$ cat config.mk
export PLATFORM = sky130hd
export DESIGN_NAME = pipeline_hazard_controller
export DESIGN_NICKNAME = d
export VERILOG_FILES = /design/src/rtl/pipeline_hazard_controller.sv
export SDC_FILE = /design/constraint.sdc
export NUM_CORES = 1
export LEC_CHECK = 0
export BUFFER_PORTS_ARGS = -buffer_cell sky130_fd_sc_hd__buf_4
export CORE_ASPECT_RATIO = 1.2
export CORE_UTILIZATION = 47
export CTS_BUF_LIST = sky130_fd_sc_hd__clkbuf_2 sky130_fd_sc_hd__clkbuf_4 sky130_fd_sc_hd__clkbuf_8
export DETAILED_ROUTE_END_ITERATION = 6
export GPL_TIMING_DRIVEN = 0
export PLACE_DENSITY = 0.79
export REMOVE_ABC_BUFFERS = 1
export SETUP_SLACK_MARGIN = 0.3
export SYNTH_ARGS = -nofsm -noshare
export SYNTH_HDL_FRONTEND = slang
export SYNTH_SLANG_ARGS = --single-unit
$ cat constraint.sdc
create_clock -name clk -period 3.83 [get_ports clk]
set_input_delay 0.5745 -clock clk [delete_from_list [all_inputs] [get_ports clk]]
set_output_delay 0.5745 -clock clk [all_outputs]
set_load 0.02 [all_outputs]
$ cat src/rtl/pipeline_hazard_controller.sv
// pipeline_hazard_controller
// Hazard control for a five-stage in-order pipeline. It produces the
// stall, bubble and flush controls from the current hazard inputs.
// Resolution priority: memory stall, then taken branch, then the flush
// shadow left by a taken branch, then an unforwarded data hazard.
// The stall, bubble and flush outputs are combinational, so they act in
// the same cycle as the hazard. The state output is a registered record
// of the cause that was handled in the previous cycle.
// A wait counter tracks how long a memory stall lasts. It raises the
// sticky mem_timeout_err once the stall reaches MEM_TIMEOUT cycles.
// Optional build macro: HAZARD_PERF_CNT_EN adds 32-bit wrapping cycle
// counters for data stalls, memory stalls and branch flushes.
//
// state      | meaning
// -----------+-----------------------------------------------------------
// RUN        | previous cycle had no hazard (also the state after reset)
// DATA_STALL | previous cycle held IF/ID for an unforwarded source
// MEM_WAIT   | previous cycle froze IF..MEMEX waiting on memory
// FLUSH      | previous cycle flushed for a branch or its fetch shadow

module pipeline_hazard_controller #(
    parameter int MEM_TIMEOUT = 1023
) (
    input  logic       clk,
    input  logic       rst,
    input  logic       rs1_used_ID,
    input  logic       rs2_used_ID,
    input  logic       rs1_match_ID,
    input  logic       rs2_match_ID,
    input  logic       rs1_data_forwarded,
    input  logic       rs2_data_forwarded,
    input  logic       branch_taken_EX,
    input  logic       mem_req_MEMEX,
    input  logic       mem_ready,
    output logic       stall_IF,
    output logic       stall_ID,
    output logic       stall_EX,
    output logic       stall_MEMPREP,
    output logic       stall_MEMEX,
    output logic       bubble_EX,
    output logic       bubble_WB,
    output logic       flush_IF,
    output logic       flush_ID,
    output logic [1:0] state,
    output logic       mem_timeout_err
`ifdef HAZARD_PERF_CNT_EN
    ,
    output logic [31:0] data_stall_cnt,
    output logic [31:0] mem_stall_cnt,
    output logic [31:0] flush_cnt
`endif
);

    typedef enum logic [1:0] {
        RUN        = 2'd0,
        DATA_STALL = 2'd1,
        MEM_WAIT   = 2'd2,
        FLUSH      = 2'd3
    } hz_state_t;

    localparam logic [15:0] TIMEOUT_VAL = 16'(MEM_TIMEOUT);

    hz_state_t   state_q;
    hz_state_t   cause;
    logic        flush_pending;
    logic [15:0] wait_cnt;
    logic [15:0] wait_cnt_inc;
    logic        mem_stall;
    logic        rs1_hz;
    logic        rs2_hz;
    logic        data_hz;
    logic        data_stall_active;

    assign mem_stall = mem_req_MEMEX & ~mem_ready;
    assign rs1_hz    = rs1_used_ID & rs1_match_ID & ~rs1_data_forwarded;
    assign rs2_hz    = rs2_used_ID & rs2_match_ID & ~rs2_data_forwarded;
    assign data_hz   = rs1_hz | rs2_hz;

    // A data stall is counted only when nothing of higher priority wins.
    assign data_stall_active = ~rst & ~mem_stall & ~branch_taken_EX &
                               ~flush_pending & data_hz;

    // Saturating increment, so a long stall never wraps back below the limit.
    assign wait_cnt_inc = (wait_cnt >= TIMEOUT_VAL) ? wait_cnt
                                                    : wait_cnt + 16'd1;

    assign state = state_q;

    // Prioritised hazard decode. Every control is driven from the current inputs.
    always_comb begin
        stall_IF      = 1'b0;
        stall_ID      = 1'b0;
        stall_EX      = 1'b0;
        stall_MEMPREP = 1'b0;
        stall_MEMEX   = 1'b0;
        bubble_EX     = 1'b0;
        bubble_WB     = 1'b0;
        flush_IF      = 1'b0;
        flush_ID      = 1'b0;
        cause         = RUN;
        if (rst) begin
            // Fill the pipe with NOPs while in reset, whatever the inputs say.
            flush_IF  = 1'b1;
            flush_ID  = 1'b1;
            bubble_EX = 1'b1;
            bubble_WB = 1'b1;
            cause     = RUN;
        end else if (mem_stall) begin
            // Freeze everything up to MEMEX. A branch held in the frozen EX
            // is acted on once memory completes.
            stall_IF      = 1'b1;
            stall_ID      = 1'b1;
            stall_EX      = 1'b1;
            stall_MEMPREP = 1'b1;
            stall_MEMEX   = 1'b1;
            bubble_WB     = 1'b1;
            cause         = MEM_WAIT;
        end else if (branch_taken_EX) begin
            flush_IF  = 1'b1;
            flush_ID  = 1'b1;
            bubble_EX = 1'b1;
            cause     = FLUSH;
        end else if (flush_pending) begin
            // The synchronous fetch returns one more wrong-path word; discard
            // it. Any data hazard it appears to raise is not real.
            flush_IF = 1'b1;
            cause    = FLUSH;
        end else if (data_hz) begin
            stall_IF  = 1'b1;
            stall_ID  = 1'b1;
            bubble_EX = 1'b1;
            cause     = DATA_STALL;
        end
    end

    // Registered cause of the cycle and the branch fetch-shadow flag.
    always_ff @(posedge clk) begin
        if (rst) begin
            state_q       <= RUN;
            flush_pending <= 1'b0;
        end else begin
            state_q <= cause;
            if (mem_stall) begin
                flush_pending <= flush_pending;
            end else if (branch_taken_EX) begin
                flush_pending <= 1'b1;
            end else begin
                flush_pending <= 1'b0;
            end
        end
    end

    // Memory wait counter and the sticky timeout flag. Stalling continues past the limit.
    always_ff @(posedge clk) begin
        if (rst) begin
            wait_cnt        <= 16'd0;
            mem_timeout_err <= 1'b0;
        end else if (mem_stall) begin
            wait_cnt <= wait_cnt_inc;
            if (wait_cnt_inc == TIMEOUT_VAL) begin
                mem_timeout_err <= 1'b1;
            end
        end else begin
            wait_cnt <= 16'd0;
        end
    end

`ifdef HAZARD_PERF_CNT_EN
    // Free-running performance counters that wrap at 2^32.
    always_ff @(posedge clk) begin
        if (rst) begin
            data_stall_cnt <= 32'd0;
            mem_stall_cnt  <= 32'd0;
            flush_cnt      <= 32'd0;
        end else begin
            if (data_stall_active) begin
                data_stall_cnt <= data_stall_cnt + 32'd1;
            end
            if (mem_stall) begin
                mem_stall_cnt <= mem_stall_cnt + 32'd1;
            end
            if (flush_ID) begin
                flush_cnt <= flush_cnt + 32'd1;
            end
        end
    end
`endif

endmodule

## Yosys cells after proc, flatten, opt, wreduce, memory -nomap -nowiden

Index checks and enable logic that the tools add are counted.
Widths: inputs -> output; s select.

- Output and inout bits: 12
- Input bits: 11
- Bits in registers: 20
- Word-level logic and storage cells: 44

- Add/sub/neg operators: 1
- Bitwise gates (word level): 10
- Reductions and logical operators: 3
- Equal/unequal tests: 1
- Muxes and demuxes: 23
- $lt $le $gt $ge: 1

Operator list:

| operator | number |
|---|---|
| $mux 1 | 19 |
| $add 16x1->16 const B | 1 |
| $eq 16x10->1 const B | 1 |
| $ge 16x10->1 const B | 1 |
| $mux 16 | 1 |
| $mux 2 | 3 |
| $and 1x1->1 | 5 |
| $not 1->1 | 4 |
| $reduce_or 2->1 | 2 |
| $reduce_and 2->1 | 1 |
| $or 1x1->1 | 1 |

## Longest topological paths before layout

Gate-level depths: netlist of the first run.

- Word-level depth: 8
- Gate-level depth with buffers: 7
- Depth with buffers taken out: 6

## Least setup slack after synthesis of the first run

Ideal clock, no wire load.

- Path type: input to output
- Start: input rs1_used_ID
- End: output stall_IF
- Setup slack: 1.666 ns
- Buffers on the path: 1
- Cell stages on the path: 5
- Data arrival time: 1.590 ns
- Required time: 3.256 ns
- Cells stage by stage: nand2_1 o22a_1 nand2b_1 a21oi_1 buf_4

- Longest elaborated chain between the ends: 8

Ends and longest elaborated chain:

| element | line | text |
|---|---|---|
| start: declaration | 26 | `input logic rs1_used_ID,` |
| $and 1x1->1 (2 in a row) | 75 | `assign rs1_hz = rs1_used_ID & rs1_match_ID & ~rs1_data_forwarded;` |
| $or 1x1->1 | 77 | `assign data_hz = rs1_hz \| rs2_hz;` |
| $mux 1 (5 in a row) | - |  |
| end: declaration | 35 | `output logic stall_IF,` |

Every way passes these cells.

## Worst setup path after layout of the first run

- Start: input mem_ready
- End: output bubble_EX

- Longest elaborated chain between the ends: 4

Ends and longest elaborated chain:

| element | line | text |
|---|---|---|
| start: declaration | 34 | `input logic mem_ready,` |
| $not 1->1 | 74 | `assign mem_stall = mem_req_MEMEX & ~mem_ready;` |
| $and 1x1->1 | 74 |  |
| $mux 1 | 108 | `end else if (mem_stall) begin` |
| $mux 1 | 101 | `if (rst) begin` |
| end: declaration | 40 | `output logic bubble_EX,` |

Every way passes these cells.

==> results of run 1 <==
-- how the worst min path moves through the flow --
stage	slack [ns]	endpoint
floorplan	0.44	flush_pending
global placement	0.46	mem_timeout_err
detailed placement	0.46	flush_pending
CTS	0.47	flush_pending
global route	0.46	flush_pending
finish	0.47	flush_pending
-- critical path, stage by stage --
cell	delay [ns]
buf_4	0.11
nor2b_1	0.20
nand2b_1	0.30
inv_1	0.29
nor3_1	0.08
or2_2	0.28
buf_4	0.16
-- power by group through the flow --
stage,logic (mW),clock network [mW],registers [mW]
after floorplan,0.0191,0,0.219
after global placement,0.0421,0,0.217
after detailed placement,0.0440,0,0.217
after CTS,0.0441,0.100,0.213
after global routing,0.0470,0.110,0.213
final,0.0437,0.0978,0.213
-- cell families after synthesis --
kind of cell,count (synthesis),share of synthesized area [%]
flip-flops,20,36.0
XOR/XNOR,8,6.29
adder cells (fa/ha/maj),1,1.12
multiplexers,1,0.899
buffers and inverters,15,6.07
AO/OA/AOI/OAI,19,12.1
AND/OR/NAND/NOR,75,37.5
-- cells in the mapped netlist, types with 2 or more instances --
master / n / area, sq um
xor2_1: 3 / 26.3
nand2_1: 13 / 48.8
and2_1: 5 / 31.3
nor2b_1: 2 / 12.5
clkbuf_1: 7 / 26.3
nor2_1: 13 / 48.8
a31oi_1: 2 / 12.5
buf_4: 3 / 22.5
nand4_1: 4 / 25.0
nor3_1: 6 / 30.0
a21oi_1: 8 / 40.0
inv_1: 5 / 18.8
and4b_1: 2 / 20.0
dfxtp_1: 20 / 400
nor4_1: 5 / 31.3
and3_1: 2 / 12.5
nand3_1: 7 / 35.0
xnor2_1: 5 / 43.8
and4_1: 2 / 17.5
nand2b_1: 6 / 37.5
-- area by class of cell --
type / instances / area share [%]
Sequential cell: 20 / 31.0
Tap cell: 30 / 2.91
Clock buffer: 3 / 1.75
Timing Repair Buffer: 22 / 12.8
Multi-Input combinational cell: 104 / 50.0
Inverter: 5 / 1.45
-- metrics by stage --
| stage | setup slack, ns | total power, mW | area [sq um] | utilization [%] |
|---|---|---|---|---|
| after floorplan | 1.36 | 0.238 | 1060 | - |
| after global placement | 1.31 | 0.260 | 1270 | 59.2 |
| after detailed placement | 1.23 | 0.261 | 1270 | 59.2 |
| after CTS | 1.23 | 0.357 | 1290 | 60.3 |
| after global routing | 1.05 | 0.370 | 1290 | 60.3 |
| final | 1.25 | 0.354 | 1290 | 60.3 |
-- layer usage --
| layer | up-vias | track usage, % |
|---|---|---|
| met5 | - | 0 |
| met4 | 0 | 7.56 |
| met3 | 5 | 3.27 |
| met2 | 60 | 38.9 |
| met1 | 485 | 27.4 |
| li1 | 526 | - |
-- sequential cells by signal, indices dropped and copies added, names as in the netlist --
name             flops
flush_pending        1
mem_timeout_err      1
state                2
wait_cnt            16
==> run_results.csv, run 1 <==
group,metric,value,unit
synthesis,synth-seq-cells,20,
pwr,vdd_drop_max,0.267,mV
route,vias,1076,
route,routed_wl,2540,um
floorplanning,pin_count,23,
flow_run,maxCapViolCount,0,
timing,finalCriticalPeriod,2.58,ns
critical_path,r2r_end,"mem_timeout_err",
critical_path,r2r_slack,1.56,ns
critical_path,start_kind,"input port",
floorplanning,die-height,55.3,um
placed_design,place.gp.congestion,0.879,
global_route,antenna_found_initial,0,
route,antenna_left,0,
critical_path,required,3.26,ns
route,vias_per_cell,5.85,
pwr,intPower,268,uW
timing,maxSlewViolCount,0,
clock_network,postCtsSetupBuffers,0,
pwr,combPwrFrac,12.3,%
timing,fmax,388,MHz
synthesis,ys_seq_area_share,36.0,%
route,drtPass1Iterations,5,
layout,drive_gt1_share,20.1,%
timing,relSlewSlack,57.6,%
layout,final_cells,184,
route,drc,0,
hold_path,min_from,"rst",
pwr,pwr-share-clk,27.6,%
synthesis,synth_cells,139,
clock_network,ctsHoldBuffers,0,
floorplanning,dieArea,2570,sq um
timing,post-route-period-util,67.3,%
critical_path,crit_type,"input port to primary output",
synthesis,synth_flop_cell,"dfxtp_1",
timing,whs,0.469,ns
hold_path,hold_class,"input port to flop",
critical_path,cp_max_fo,11,
placed_design,placed_cells,181,
synthesis,synthDistinctLibCells,39,
synthesis,async_flop_share,0,%
global_route,grt_pass1_vias,996,
route,dr_wl_met3,187,um
global_route,grt_pass1_wl,4370,um
clock_network,cts_buffers,3,
timing,report.final.hold_viol_count,0,
placed_design,portBuffers,22,
status,status,"complete, no violations",
timing,worst_slew_pin_slew,0.631,ns
clock_network,clock_latency,0.30,ns
route,met1_length,988,um
layout,mostFrequentLayoutCells,"22 x buf_4, 20 x dfxtp_1, 13 x nand2_1, 13 x nor2_1, 8 x a21oi_1",
pwr,p_switching,86.3,uW
global_route,grt_overflow,0,
route,wl_met2,1330,um
route,dr.first_iter.drc_count,35,
synthesis,syn_avg_cell_area,8.01,sq um
global_route,grt_usage,22.7,%
critical_path,endpoint_kind,"primary output",
hold_path,whs_path_depth,2,
timing,fin_worst_skew,0.00212,ns
clock_network,ctsHtreeMaxLevel,1,
clock_network,cts_root_buffer,"clkbuf_4",
critical_path,reg2reg_depth,6,
route,routed.top_layer,"met4",
pwr,swShare,24.4,%
placed_design,dp_hpwl,1920,um
global_route,grt_max_degree,12,
floorplanning,die-width,46.4,um
clock_network,cts.repair.resized,0,
pwr,power_density,275,nW/um^2
route,wl_per_cell,13.8,um
pwr,seqPwrFrac,60.0,%
timing,fin_tns_setup,0,ns
pwr,leakage,0.488,nW
clock_network,clkSlewWorstSetupHoldPaths,0.10,ns
floorplanning,core_area,2140,sq um
layout,fin_nets,168,
synthesis,ys_warn_count,0,
synthesis,synth_area,1110,sq um
floorplanning,initial_core_util,52.0,%
layout,area_delta_synth_final,15.8,%
floorplanning,rows,18,
clock_network,numClockSinks,20,
critical_path,worstReg2RegStart,"wait_cnt[0]",
clock_network,cts_tree,"done",
critical_path,cp-endpoint,"bubble_EX",
critical_path,startpoint,"mem_ready",
timing,rsz0062_at_grt,"no",
layout,final.fill_count,183,
layout,antenna_cells,0,
synthesis,synth_edf_count,0,
clock_network,clockBufferDepth,2,
layout,layout_commonest_cell,"buf_4",
layout,multi_input_area,646,sq um
timing,setup_viol,0,
critical_path,cp.arrival,2.00,ns
layout,regArea,400,sq um
(Power assumes the default switching activity.)
==> inputs of run 2 (changes only) <==
- PLACE_DENSITY: 0.79 -> 0.82
- clock period: 3.83 -> 2.2 ns (I/O delays scaled with it)
==> run_results.csv, run 2 (synthesis results as in run 1) <==
group,metric,value,unit
pwr,leakage,0.523,nW
pwr,seqPwrFrac,56.0,%
route,vias,1069,
timing,report.final.hold_viol_count,0,
floorplanning,die-height,55.3,um
critical_path,endpoint_kind,"flop",
global_route,grt_usage,21.5,%
floorplanning,core_area,2140,sq um
pwr,vdd_drop_max,0.376,mV
critical_path,cp.arrival,2.10,ns
timing,worst_slew_pin_slew,0.398,ns
clock_network,cts_root_buffer,"clkbuf_4",
layout,drive_gt1_share,27.6,%
layout,area_delta_synth_final,23.3,%
pwr,combPwrFrac,11.7,%
clock_network,cts_buffers,3,
route,routed_wl,2530,um
global_route,antenna_found_initial,0,
route,drtPass1Iterations,4,
layout,layout_commonest_cell,"buf_4",
placed_design,portBuffers,22,
global_route,grt_pass1_wl,4190,um
timing,fin_tns_setup,0,ns
clock_network,ctsHtreeMaxLevel,1,
route,antenna_left,0,
critical_path,slowest_stage,"or4_4",
critical_path,required,2.44,ns
floorplanning,initial_core_util,52.0,%
timing,fin_worst_skew,0.00541,ns
pwr,p_switching,157,uW
clock_network,clkSlewWorstSetupHoldPaths,0.11,ns
layout,mostFrequentLayoutCells,"23 x buf_4, 18 x dfxtp_1, 13 x nand2_1, 13 x nor2_1, 8 x a21oi_1",
placed_design,dp_hpwl,1850,um
route,dr.first_iter.drc_count,33,
timing,maxSlewViolCount,0,
timing,fmax,536,MHz
route,drc,0,
pwr,swShare,23.7,%
clock_network,clockBufferDepth,2,
timing,setup_viol,0,
floorplanning,die-width,46.4,um
global_route,grt_max_degree,12,
floorplanning,rows,18,
layout,regMostFlops,"wait_cnt",
timing,rsz0062_at_grt,"yes",
route,vias_per_cell,5.75,
placed_design,place.gp.congestion,0.888,
critical_path,crit_type,"flop to flop",
flow_run,maxCapViolCount,0,
global_route,grt_overflow,0,
clock_network,clock_latency,0.31,ns
timing,post-route-period-util,84.8,%
layout,antenna_cells,0,
layout,fin_nets,169,
critical_path,max_stage_delay,0.58,ns
timing,finalCriticalPeriod,1.87,ns
clock_network,numClockSinks,20,
floorplanning,dieArea,2570,sq um
clock_network,cts_tree,"done",
clock_network,ctsHoldBuffers,0,
pwr,intPower,506,uW
layout,largest_reg_flops,16,
global_route,grt_pass1_vias,982,
critical_path,cp_max_fo,5,
status,status,"complete, no violations",
critical_path,start_kind,"flop",
pwr,power,663,uW
pwr,pwr-share-clk,32.3,%
pwr,power_density,483,nW/um^2
floorplanning,pin_count,23,
critical_path,path_cells,"or4_4 > nor3_4 > buf_4 > and4_1 > o32ai_2 > o22ai_1",
hold_path,hold_class,"input port to flop",
timing,relSlewSlack,73.2,%
route,wl_per_cell,13.6,um
==> run 2: metrics by stage <==
stage	instance area [sq um]	hold slack [ns]	util [%]	setup WS [ns]	std cells
finish	1370	0.226	64.2	0.334	186
global route	1370	0.223	64.2	0.234	186
CTS	1330	0.218	62.2	0.216	185
detailed placement	1270	0.475	59.2	-0.0130	181
global placement	1270	0.466	59.2	0.0478	181
floorplan	1060	0.399	-	0.221	129
==> run 2: layout make-up <==
cell class / count / area (sq um)
Timing Repair Buffer: 23 / 173
Inverter: 5 / 18.8
Fill cell: 176 / 767
Multi-Input combinational cell: 104 / 704
Clock buffer: 4 / 36.3
Sequential cell: 20 / 403
Tap cell: 30 / 37.5
==> run 2: worst max-delay path: cells and delay by family, from the launching register on <==
kind                   cells  cell delay (ns)
buffers and inverters      1             0.17
AOI/OAI and AO/OA          2             0.22
DFF                        1             0.34
and+or+nand+nor            3             1.06
==> run 2: per-layer routing <==
layer  global-route usage [%]  up-vias  wire [um]
li1                         -      525          -
met1                     25.7      488       1030
met2                     36.1       51       1320
met3                     3.92        5        144
met4                     8.40        0         42
met5                        0        -          0
==> run 2: path summary, 6_finish.rpt <==
check	from	to	slack, ns	cells after the start
worst max-delay path	wait_cnt[10]	mem_timeout_err	0.33	6
worst min-delay path	rst	flush_pending	0.23	2
worst max register to register	wait_cnt[10]	mem_timeout_err	0.33	6
worst min register to register	mem_timeout_err	mem_timeout_err	0.49	2
==> run 2: repair_timing <==
item / in CTS / in global routing
pin swaps: 0 / 7
buffers inserted: 0 / 1
gates resized for setup: 7 / 7
setup endpoints to repair: 7 / 7
==> run 2: power groups by stage <==
stage               registers [mW]  clock network, mW  logic, mW
global route                 0.372              0.230     0.0837
floorplan                    0.381                  0     0.0332
detailed placement           0.379                  0     0.0750
global placement             0.379                  0     0.0731
finish                       0.371              0.214     0.0777
CTS                          0.371              0.219     0.0761
==> inputs of run 3 (changes only) <==
- clock period: 2.2 -> 1.6 ns (I/O delays scaled with it)
==> run_results.csv, run 3 (synthesis results as in run 1) <==
group,metric,value,unit
status,status,"finished, violations left",
status,failed_checks,"setup timing",
pwr,leakage,0.686,nW
clock_network,numClockSinks,20,
clock_network,clockBufferDepth,2,
critical_path,cp_max_fo,6,
timing,finalCriticalPeriod,1.82,ns
timing,relSlewSlack,76.8,%
timing,report.final.hold_viol_count,0,
hold_path,hold_class,"input port to flop",
floorplanning,die-height,55.3,um
critical_path,endpoint_kind,"flop",
critical_path,path_cells,"or4_4 > nor3_4 > buf_6 > and4_1 > o32ai_2 > o22ai_1",
global_route,grt_usage,25.3,%
global_route,grt_pass1_vias,1146,
timing,fmax,549,MHz
floorplanning,rows,18,
clock_network,ctsHtreeMaxLevel,1,
critical_path,slowest_stage,"or4_4",
pwr,power_density,559,nW/um^2
floorplanning,dieArea,2570,sq um
placed_design,portBuffers,22,
critical_path,start_kind,"flop",
layout,drive_gt1_share,49.7,%
critical_path,worst-path-buf-inv,1,
floorplanning,core_area,2140,sq um
global_route,grt_pass1_wl,4900,um
layout,antenna_cells,0,
clock_network,clkSlewWorstSetupHoldPaths,0.11,ns
route,drc,0,
timing,whs,0.131,ns
layout,largest_reg_flops,16,
floorplanning,pin_count,23,
layout,post-route-cell-area,1690,sq um
layout,mostFrequentLayoutCells,"38 x buf_4, 12 x nor2_1, 11 x nand2_1",
layout,final_cells,207,
placed_design,placed_area,1270,sq um
timing,maxSlewViolCount,0,
clock_network,cts_tree,"done",
layout,layout_commonest_cell,"buf_4",
route,wl_per_cell,16.1,um
route,drtPass1Iterations,4,
placed_design,dp_hpwl,1850,um
flow_run,maxCapViolCount,0,
clock_network,clock_latency,0.30,ns
critical_path,max_stage_delay,0.56,ns
critical_path,crit_type,"flop to flop",
critical_path,cp.arrival,2.05,ns
timing,rsz0062_at_grt,"yes",
route,dr.first_iter.drc_count,42,
global_route,grt_overflow,0,
placed_design,placed_cells,181,
timing,setup_viol,10,
timing,worst_slew_pin_slew,0.345,ns
timing,fin_tns_setup,-0.944,ns
layout,final.fill_count,127,
critical_path,required,1.83,ns
route,antenna_left,0,
placed_design,place.gp.congestion,0.888,
layout,utilization,78.8,%
floorplanning,die-width,46.4,um
clock_network,cts_buffers,3,
layout,fin_nets,190,
global_route,antenna_found_initial,0,
timing,post-route-period-util,114,%
route,vias,1239,
timing,fin_worst_skew,0.00108,ns
pwr,vdd_drop_max,0.552,mV
route,routed_wl,3330,um
clock_network,cts_root_buffer,"clkbuf_4",
route,vias_per_cell,5.99,
critical_path,cp_top_family,"simple AND/OR/NAND/NOR gates",
layout,area_delta_synth_final,51.5,%
global_route,grt_max_degree,12,
layout,regMostFlops,"wait_cnt",
floorplanning,initial_core_util,52.0,%
timing,layout_setup_ws,-0.222,ns
[run 3: cell count changes in the layout (fill, tap and decap cells not counted), sizes merged]
cell / before / now
buf: 23 / 44
[run 3: path summary, 6_finish.rpt]
kind / start / end / slack [ns] / cells past startpoint
worst min-delay path: rst / flush_pending / 0.13 / 2
worst max-delay path: wait_cnt[10] / mem_timeout_err / -0.22 / 6
worst min register to register: mem_timeout_err / mem_timeout_err / 0.50 / 2
worst max register to register: wait_cnt[10] / mem_timeout_err / -0.22 / 6
[run 3: routing by layer]
layer | share of wire (%) | vias up | global-route usage (%)
li1 | - | 567 | -
met1 | 37 | 579 | 28.4
met2 | 51 | 78 | 43.3
met3 | 6.7 | 15 | 5.23
met4 | 4.5 | 0 | 11.3
met5 | 0 | - | 0
[run 3: metrics by stage]
step                worst slack (ns)  power (mW)
finish                        -0.222       0.943
global route                  -0.317       0.977
CTS                           -0.205       0.944
detailed placement            -0.613       0.624
global placement              -0.552       0.621
floorplan                     -0.199       0.570
[run 3: what timing repair did]
item / CTS / global route
setup buffers: 11 / 11
hold buffers: 0 / 0
endpoints found under the setup margin: 18 / 15
pin swaps: 18 / 9
endpoints found under the hold margin: 0 / 0
resized for setup: 38 / 16
cloned: 0 / 0
[run 3: area by class of cell]
type / count / area (sq um) / share of cell area, %
multi-input combinational: 104 / 820 / 48.6
timing repair buffer: 44 / 353 / 20.9
sequential: 20 / 419 / 24.9
clock buffer: 4 / 36.3 / 2.15
inverter: 5 / 21.3 / 1.26
tap: 30 / 37.5 / 2.23
[run 3: report_power, final]
group          switching (mW)  total, mW  internal, mW
registers             0.00590      0.508         0.502
clock network           0.158      0.297         0.139
logic                  0.0660      0.138        0.0715
total                   0.230      0.943         0.713
[run 3: worst register-to-register path: cells and delay by family, from the launching register on]
family / cells / cell delay, ns
buffers and inverters: 1 / 0.16
and+or+nand+nor: 3 / 1.01
DFF: 1 / 0.34
AOI/OAI and AO/OA: 2 / 0.24
